[src/rtl/cache_fill_if.sv]
// Miss-handler bus: cache miss requests, main-memory read port and cache fill port.
// master: the fill arbiter; slave: caches and memory around it.
interface cache_fill_if;
  logic        i_miss;
  logic [15:0] i_miss_addr;
  logic        d_miss;
  logic [15:0] d_miss_addr;
  logic        mem_en;
  logic [15:0] mem_addr;
  logic        mem_data_valid;
  logic [15:0] mem_data;
  logic        fill_wr;
  logic [2:0]  fill_word;
  logic [15:0] fill_data;
  logic        fill_dcache;
  logic        fill_tag_wr;
  logic [15:0] fill_base;
  logic        fill_busy;
  logic        i_fill_done;
  logic        d_fill_done;

  modport master (
    input  i_miss, i_miss_addr, d_miss, d_miss_addr, mem_data_valid, mem_data,
    output mem_en, mem_addr, fill_wr, fill_word, fill_data, fill_dcache,
           fill_tag_wr, fill_base, fill_busy, i_fill_done, d_fill_done
  );

  modport slave (
    output i_miss, i_miss_addr, d_miss, d_miss_addr, mem_data_valid, mem_data,
    input  mem_en, mem_addr, fill_wr, fill_word, fill_data, fill_dcache,
           fill_tag_wr, fill_base, fill_busy, i_fill_done, d_fill_done
  );
endinterface

[src/rtl/cache_fill_arbiter.sv]
// Shared I/D-cache miss handler: arbitrates for the memory read port, fetches an
// 8-word block through a pipelined memory and streams it into the selected cache.
// Optional build macro: CRITICAL_WORD_FIRST_EN (fetch the missed word first, wrapping).
module cache_fill_arbiter (
  input  logic         clk,
  input  logic         rst,
  cache_fill_if.master bus
);

  localparam int unsigned CNT_W  = 4;
  localparam int unsigned ADDR_W = 16;

  localparam logic [1:0] ST_IDLE = 2'd0;
  localparam logic [1:0] ST_FILL = 2'd1;
  localparam logic [1:0] ST_DONE = 2'd2;

  localparam logic [CNT_W-1:0] BLK_WORDS = CNT_W'(8);
  localparam logic [CNT_W-1:0] LAST_WORD = CNT_W'(7);

  logic [1:0]        state_q, state_d;
  logic [CNT_W-1:0]  issue_cnt_q, issue_cnt_d;
  logic [CNT_W-1:0]  recv_cnt_q, recv_cnt_d;
  logic [ADDR_W-1:0] fill_base_q, fill_base_d;
  logic              fill_dcache_q, fill_dcache_d;
  logic [2:0]        start_q, start_d;

  logic              issuing;
  logic              accepting;
  logic [2:0]        issue_word;
  logic [2:0]        recv_word;
  logic [ADDR_W-1:0] sel_addr;

  // State and fill-context registers
  always_ff @(posedge clk) begin
    if (rst) begin
      state_q       <= ST_IDLE;
      issue_cnt_q   <= '0;
      recv_cnt_q    <= '0;
      fill_base_q   <= '0;
      fill_dcache_q <= 1'b0;
      start_q       <= '0;
    end else begin
      state_q       <= state_d;
      issue_cnt_q   <= issue_cnt_d;
      recv_cnt_q    <= recv_cnt_d;
      fill_base_q   <= fill_base_d;
      fill_dcache_q <= fill_dcache_d;
      start_q       <= start_d;
    end
  end

  // Request/return qualifiers; returns map to offsets in issue order
  always_comb begin
    issuing    = (state_q == ST_FILL) && (issue_cnt_q < BLK_WORDS);
    accepting  = (state_q == ST_FILL) && bus.mem_data_valid && (recv_cnt_q < BLK_WORDS);
    issue_word = 3'(start_q + issue_cnt_q[2:0]);
    recv_word  = 3'(start_q + recv_cnt_q[2:0]);
    sel_addr   = bus.d_miss ? bus.d_miss_addr : bus.i_miss_addr;
  end

  // Next-state: D-cache wins ties; fill runs to completion once started
  always_comb begin
    state_d       = state_q;
    issue_cnt_d   = issue_cnt_q;
    recv_cnt_d    = recv_cnt_q;
    fill_base_d   = fill_base_q;
    fill_dcache_d = fill_dcache_q;
    start_d       = start_q;
    case (state_q)
      ST_IDLE: begin
        if (bus.d_miss || bus.i_miss) begin
          fill_base_d   = sel_addr & 16'hFFF0;
          fill_dcache_d = bus.d_miss;
`ifdef CRITICAL_WORD_FIRST_EN
          start_d       = sel_addr[3:1];
`else
          start_d       = 3'd0;
`endif
          issue_cnt_d   = '0;
          recv_cnt_d    = '0;
          state_d       = ST_FILL;
        end
      end
      ST_FILL: begin
        if (issuing) begin
          issue_cnt_d = issue_cnt_q + CNT_W'(1);
        end
        if (accepting) begin
          recv_cnt_d = recv_cnt_q + CNT_W'(1);
          if (recv_cnt_q == LAST_WORD) begin
            state_d = ST_DONE;
          end
        end
      end
      ST_DONE: begin
        state_d = ST_IDLE;
      end
      default: begin
        state_d = ST_IDLE;
      end
    endcase
  end

  // Outputs decoded from registered state; fill write path is combinational
  always_comb begin
    bus.mem_en      = issuing;
    bus.mem_addr    = issuing ? 16'(fill_base_q + {12'd0, issue_word, 1'b0}) : '0;
    bus.fill_wr     = accepting;
    bus.fill_word   = accepting ? recv_word : '0;
    bus.fill_data   = accepting ? bus.mem_data : '0;
    bus.fill_dcache = fill_dcache_q;
    bus.fill_base   = fill_base_q;
    bus.fill_busy   = (state_q != ST_IDLE);
    bus.fill_tag_wr = (state_q == ST_DONE);
    bus.i_fill_done = (state_q == ST_DONE) && !fill_dcache_q;
    bus.d_fill_done = (state_q == ST_DONE) && fill_dcache_q;
  end

endmodule
[src/flat_wrapper.sv]
// flat-port wrapper written by rule: the top's interface ports become plain ports
module cache_fill_arbiter_flat 
  (clk, rst, bus_i_miss, bus_i_miss_addr, bus_d_miss, bus_d_miss_addr, bus_mem_data_valid, bus_mem_data, bus_mem_en, bus_mem_addr, bus_fill_wr, bus_fill_word, bus_fill_data, bus_fill_dcache, bus_fill_tag_wr, bus_fill_base, bus_fill_busy, bus_i_fill_done, bus_d_fill_done);
  cache_fill_if bus_i ();
  input  logic clk;
  input  logic rst;
  input wire logic [$bits(bus_i.i_miss)-1:0] bus_i_miss;
  input wire logic [$bits(bus_i.i_miss_addr)-1:0] bus_i_miss_addr;
  input wire logic [$bits(bus_i.d_miss)-1:0] bus_d_miss;
  input wire logic [$bits(bus_i.d_miss_addr)-1:0] bus_d_miss_addr;
  input wire logic [$bits(bus_i.mem_data_valid)-1:0] bus_mem_data_valid;
  input wire logic [$bits(bus_i.mem_data)-1:0] bus_mem_data;
  output wire logic [$bits(bus_i.mem_en)-1:0] bus_mem_en;
  output wire logic [$bits(bus_i.mem_addr)-1:0] bus_mem_addr;
  output wire logic [$bits(bus_i.fill_wr)-1:0] bus_fill_wr;
  output wire logic [$bits(bus_i.fill_word)-1:0] bus_fill_word;
  output wire logic [$bits(bus_i.fill_data)-1:0] bus_fill_data;
  output wire logic [$bits(bus_i.fill_dcache)-1:0] bus_fill_dcache;
  output wire logic [$bits(bus_i.fill_tag_wr)-1:0] bus_fill_tag_wr;
  output wire logic [$bits(bus_i.fill_base)-1:0] bus_fill_base;
  output wire logic [$bits(bus_i.fill_busy)-1:0] bus_fill_busy;
  output wire logic [$bits(bus_i.i_fill_done)-1:0] bus_i_fill_done;
  output wire logic [$bits(bus_i.d_fill_done)-1:0] bus_d_fill_done;
  assign bus_i.i_miss = bus_i_miss;
  assign bus_i.i_miss_addr = bus_i_miss_addr;
  assign bus_i.d_miss = bus_d_miss;
  assign bus_i.d_miss_addr = bus_d_miss_addr;
  assign bus_i.mem_data_valid = bus_mem_data_valid;
  assign bus_i.mem_data = bus_mem_data;
  assign bus_mem_en = bus_i.mem_en;
  assign bus_mem_addr = bus_i.mem_addr;
  assign bus_fill_wr = bus_i.fill_wr;
  assign bus_fill_word = bus_i.fill_word;
  assign bus_fill_data = bus_i.fill_data;
  assign bus_fill_dcache = bus_i.fill_dcache;
  assign bus_fill_tag_wr = bus_i.fill_tag_wr;
  assign bus_fill_base = bus_i.fill_base;
  assign bus_fill_busy = bus_i.fill_busy;
  assign bus_i_fill_done = bus_i.i_fill_done;
  assign bus_d_fill_done = bus_i.d_fill_done;
  cache_fill_arbiter u_core (.clk(clk), .rst(rst), .bus(bus_i));
endmodule
[config.mk]
export PLATFORM = sky130hd
export DESIGN_NAME = cache_fill_arbiter_flat
export DESIGN_NICKNAME = d
export VERILOG_FILES = /design/src/rtl/cache_fill_if.sv /design/src/rtl/cache_fill_arbiter.sv /design/src/flat_wrapper.sv
export SDC_FILE = /design/constraint.sdc
export NUM_CORES = 1
export LEC_CHECK = 0
export ABC_AREA = 0
export CORE_AREA = 5 5 81 64
export DETAILED_ROUTE_END_ITERATION = 6
export DIE_AREA = 0 0 86 69
export PLACE_DENSITY_LB_ADDON = 0.05
export SLEW_MARGIN = 0
export SYNTH_ARGS = -nofsm -noshare
export SYNTH_HDL_FRONTEND = slang
export SYNTH_SLANG_ARGS = --single-unit
[constraint.sdc]
create_clock -name clk -period 1.99 [get_ports clk]
set_clock_uncertainty 0.2 [all_clocks]
set_input_delay 0.4975 -clock clk [delete_from_list [all_inputs] [get_ports clk]]
set_output_delay 0.4975 -clock clk [all_outputs]
set_load 0.01 [all_outputs]
## After elaboration in Yosys (flattened, before gate mapping)

Cells that the tools add are included.

- Register bits after elaboration: 23
- Input bits: 53
- Output and inout bits: 58

- Add/sub/neg operators: 3
- $lt $le $gt $ge: 2
- Eq/ne operators: 7
- Mux-type cells: 13
- Reduce and logical (&&, ||, !) cells: 14

Operators with widths:

| kind | count |
|---|---|
| $mux 16 | 3 |
| $add 16x4->16 | 1 |
| $pmux 4 s2 | 2 |
| $mux 4 | 3 |
| $reduce_and 3->1 | 3 |
| $add 4x1->4 const B | 2 |
| $lt 4x4->1 const B | 2 |
| $mux 2 | 3 |
| $ne 2x1->1 const B | 3 |
| $logic_and 1x1->1 | 5 |
| $eq 4x3->1 const B | 1 |
| $pmux 2 s2 | 1 |
| $reduce_bool 2->1 | 2 |
| $mux 3 | 1 |
| $eq 2x1->1 const B | 1 |
| $eq 2x2->1 const B | 1 |
| $logic_not 2->1 | 1 |
| $ne 2x2->1 const B | 1 |
| $reduce_and 2->1 | 1 |
| $logic_not 1->1 | 1 |
| $logic_or 1x1->1 | 1 |

## Longest topological paths before layout

- Word-level depth: 5
- Depth in mapped cells: 6

## Least setup slack after synthesis

OpenSTA, ideal clock, no wires.

- Path type: reg-to-output
- Start: register u_core.state_q[0]
- End: output bus_mem_addr[10]
- Data arrival time: 1.201 ns
- Required time: 1.292 ns
- Slack: 0.091 ns
- Stages on the path, launching flop included: 5
- Buffers on the path: 1
- Path through: dfxtp_1 or3b_4 clkinv_2 buf_4 and2_1

- Word-level cells in the longest chain between the ends: 3

RTL lines:

| element | RTL line | source |
|---|---|---|
| start: declaration | cache_fill_arbiter.sv:20 | `logic [1:0] state_q, state_d;` |
| start signal: assignment | cache_fill_arbiter.sv:43 | `state_q <= state_d;` |
| $eq 2x1->1 | cache_fill_arbiter.sv:54 | `issuing = (state_q == ST_FILL) && (issue_cnt_q < BLK_WORDS);` |
| $logic_and 1x1->1 | cache_fill_arbiter.sv:54 |  |
| via bus_mem_en | flat_wrapper.sv:13 | `output wire logic [$bits(bus_i.mem_en)-1:0] bus_mem_en;` |
| $mux 16 | cache_fill_arbiter.sv:107 | `bus.mem_addr = issuing ? 16'(fill_base_q + {12'd0, issue_word, 1'b0}) : '0;` |
| end: declaration | flat_wrapper.sv:14 | `output wire logic [$bits(bus_i.mem_addr)-1:0] bus_mem_addr;` |

The timed path passes the listed nets, and every way through them passes these cells.

## Worst setup path after layout

- Start: register u_core.state_q[1]
- End: output bus_fill_data[6]

- Word-level cells in the longest chain between the ends: 4

RTL lines:

| element | RTL line | source |
|---|---|---|
| $eq 2x1->1 | cache_fill_arbiter.sv:55 | `accepting = (state_q == ST_FILL) && bus.mem_data_valid && (recv_cnt_q < BLK_WORDS);` |
| $logic_and 1x1->1 (2 in a row) | cache_fill_arbiter.sv:55 |  |
| $mux 16 | cache_fill_arbiter.sv:110 | `bus.fill_data = accepting ? bus.mem_data : '0;` |
| end: declaration | flat_wrapper.sv:17 | `output wire logic [$bits(bus_i.fill_data)-1:0] bus_fill_data;` |

No other way between the ends.

==> run_results.csv <==
group,metric,value,unit
outcome,outcome,"complete, but fails checks",
outcome,violations,"negative setup slack",
timing,rsz0062_at_grt,"true",
clock_network,cts_root_buffer,"clkbuf_8",
synth,yosys_warnings,0,
setup_path,cp_max_fo,6,
synth,synth-async-reset-ratio,0,%
grt,grt_max_degree,18,
pwr,p_comb_share,36.8,%
clock_network,cts_tree,"done",
final_layout,layout_common_cells,"clkdlybuf4s50_1 (56), buf_6 (36), and2_4 (27)",
die,die_y,69,um
clock_network,h-tree-depth,1,
pwr,p_sw_share,28.03,%
synth,synthFlopType,"dfxtp_1",
hold_path,min-delay-start,"u_core.recv_cnt_q[1]$_SDFFE_PP0P_",
routing,vias_per_cell,4.704,
run,maxCapViolCount,0,
pwr,p_leak,1.251,nW
setup_path,timing.rr.end,"u_core.issue_cnt_q[2]$_SDFFE_PP0P_",
routing,drtAntennaViolNets,0,
clock_network,cts_inserted_buffers,3,
clock_network,worstSkewPairLatency,0.27,ns
routing,firstDrtPassIters,4,
clock_network,cts.path.max_buffers,2,
synth,syn_area,1369,sq um
timing,final-setup-viol-count,36,
die,rows,21,
timing,setup_slack,-0.2224,ns
synth,synth_edf_count,0,
pwr,vdd_drop_max,330.4,uV
timing,finalHoldViolCount,0,
final_layout,layout-drive-gt1-share,40.49,%
placed_design,post-place-ws,-0.8102,ns
setup_path,reg2reg_slack,0.26,ns
hold_path,holdPathEnd,"u_core.recv_cnt_q[1]$_SDFFE_PP0P_",
placed_design,dp_hpwl,3453,um
synth,synth_cell_types,39,
synth,syn_inst,160,
setup_path,crit_required,1.29,ns
grt,grt_usage,16.02,%
pwr,powerDensity,458.9,nW/um^2
timing,drv_slew,0,
placed_design,port_buffers,97,
setup_path,crit_arrival,1.51,ns
setup_path,crit-reg2reg-launch,"u_core.state_q[1]$_SDFFE_PP0P_",
clock_network,hold_buffers,0,
die,core_area,4335,sq um
grt,grt_pass1_wl,7638,um
clock_network,clk_pin_slew,0.08,ns
pwr,p_int,922.9,uW
pwr,total_power,1.282,mW
timing,min_period_over_period,111.2,%
pwr,seq_power_share,40.0,%
timing,fmax,0.4520,GHz
synth,syn_avg_cell_area,8.555,sq um
setup_path,endpoint_kind,"output port",
hold_path,hold_path_class,"reg2reg",
setup_path,cp-start-kind,"flop",
grt,grt_pass1_vias,1515,
die,dieArea,5934,sq um
routing,wire_per_inst,14.79,um
pwr,clkPwrFrac,23.2,%
routing,drc_errors,0,
die,ios,111,
pwr,switchingPower,359.4,uW
routing,finalWirelength,5045,um
final_layout,antenna_cells,0,
die,start_util,31.57,%
setup_path,r2r_cells,7,
placed_design,gp_congestion,0.7289,
final_layout,syn_to_final_growth,104.1,%
routing,num_vias,1604,
setup_path,critical_path_class,"reg2out",
final_layout,final_nets,340,
grt,antenna_found_initial,0,
synth,seq_area_frac_synth,33.64,%
hold_path,min_path_cells,2,
die,die_x,86,um
grt,overflow,0,
routing,drt_iter0_drc,64,
timing,period_needed,2.212,ns
clock_network,cts_sinks,23,
final_layout,final_common_cell,"clkdlybuf4s50_1",
synth,yosys_register_bits,23,
sequential cells by signal (all words and copies together) (netlist names):
name / flops
u_core.issue_cnt_q: 4
u_core.state_q: 2
u_core.bus.fill_dcache: 1
u_core.bus.fill_base: 12
u_core.recv_cnt_q: 4
how the worst max path moves through the flow:
| stage | start | end | slack, ns | cells past startpoint |
|---|---|---|---|---|
| global placement | bus_mem_data_valid | bus_fill_data[0] | -0.78 | 5 |
| floorplan | u_core.state_q[0]$_SDFFE_PP0P_ | bus_mem_addr[10] | 0.09 | 4 |
| detailed placement | bus_mem_data_valid | bus_fill_data[0] | -0.81 | 5 |
| finish | u_core.state_q[1]$_SDFFE_PP0P_ | bus_fill_data[6] | -0.22 | 6 |
| CTS | u_core.state_q[1]$_SDFFE_PP0P_ | bus_fill_data[4] | -0.22 | 6 |
| global route | u_core.state_q[1]$_SDFFE_PP0P_ | bus_fill_data[6] | -0.26 | 6 |
metrics by stage:
step / TNS [ns] / std cells / util [%] / hold slack, ns / cell area, sq um
after CTS: -6.496 / 338 / 60.14 / 0.2836 / 2608
after global placement: -20.18 / 322 / 57.40 / 0.2737 / 2489
after global routing: -7.770 / 341 / 64.44 / 0.3019 / 2794
after floorplan: 0 / 164 / - / 0.2473 / 1384
after detailed placement: -20.89 / 322 / 57.40 / 0.2719 / 2489
final: -6.491 / 341 / 64.44 / 0.2793 / 2794
per-layer routing:
metal / global-route usage [%] / vias up / share of wire, %
li1: - / 799 / -
met1: 20.89 / 733 / 46
met2: 25.49 / 68 / 44
met3: 4.167 / 4 / 8.1
met4: 5.272 / 0 / 1.2
met5: 0 / - / 0
cell type report:
type,count,area (sq um)
Timing Repair Buffer,133,1305
Clock buffer,3,41.29
Tap cell,57,71.32
Clock inverter,1,5.005
Fill cell,384,1541
Sequential cell,23,464.2
Multi-Input combinational cell,120,879.6
Inverter,4,27.53
what timing repair did:
| action | CTS | global route |
|---|---|---|
| gates cloned | 1 | 1 |
| pin swaps | 23 | 3 |
| setup buffers | 11 | 2 |
| gates resized for setup | 194 | 38 |
| setup endpoints to repair | 40 | 38 |
worst max-delay path, stage by stage, from the launching register on:
cell and delay, ns:
dfxtp_2 0.34, buf_6 0.11, and4bb_2 0.33, buf_6 0.12, buf_6 0.11, and2_4 0.14, buf_6 0.09
cells in the mapped netlist, drive strengths merged (3+ instances only):
cell	number	area, sq um
and2	35	219.0
a211oi	12	90.09
buf	13	80.07
nand2b	3	18.77
a21oi	16	80.08
mux2i	12	120.1
inv	3	11.26
nor3	3	15.01
nor2	5	28.78
clkbuf	4	15.01
dfxtp	23	460.4
nand2	4	15.01
power groups by stage:
stage / Clock, mW / Sequential (mW) / Combinational [mW]
2_1_floorplan: 0 / 0.530 / 0.154
3_3_place_gp: 0 / 0.520 / 0.397
3_5_place_dp: 0 / 0.521 / 0.399
4_1_cts: 0.305 / 0.512 / 0.429
5_1_grt: 0.323 / 0.517 / 0.505
6_report: 0.297 / 0.513 / 0.472
cells by family after synthesis:
family                   Yosys count  share of synthesized area, %
AO/OA/AOI/OAI                     37                         17.28
XOR/XNOR                           1                        0.6400
other                              1                        0.2740
flip-flops                        23                         33.64
buffers and inverters             21                         8.134
multiplexers                      13                         9.598
adder cells (fa/ha/maj)            2                         1.828
AND/OR/NAND/NOR                   62                         28.61
Note: power is estimated with default switching activity, not from simulation.
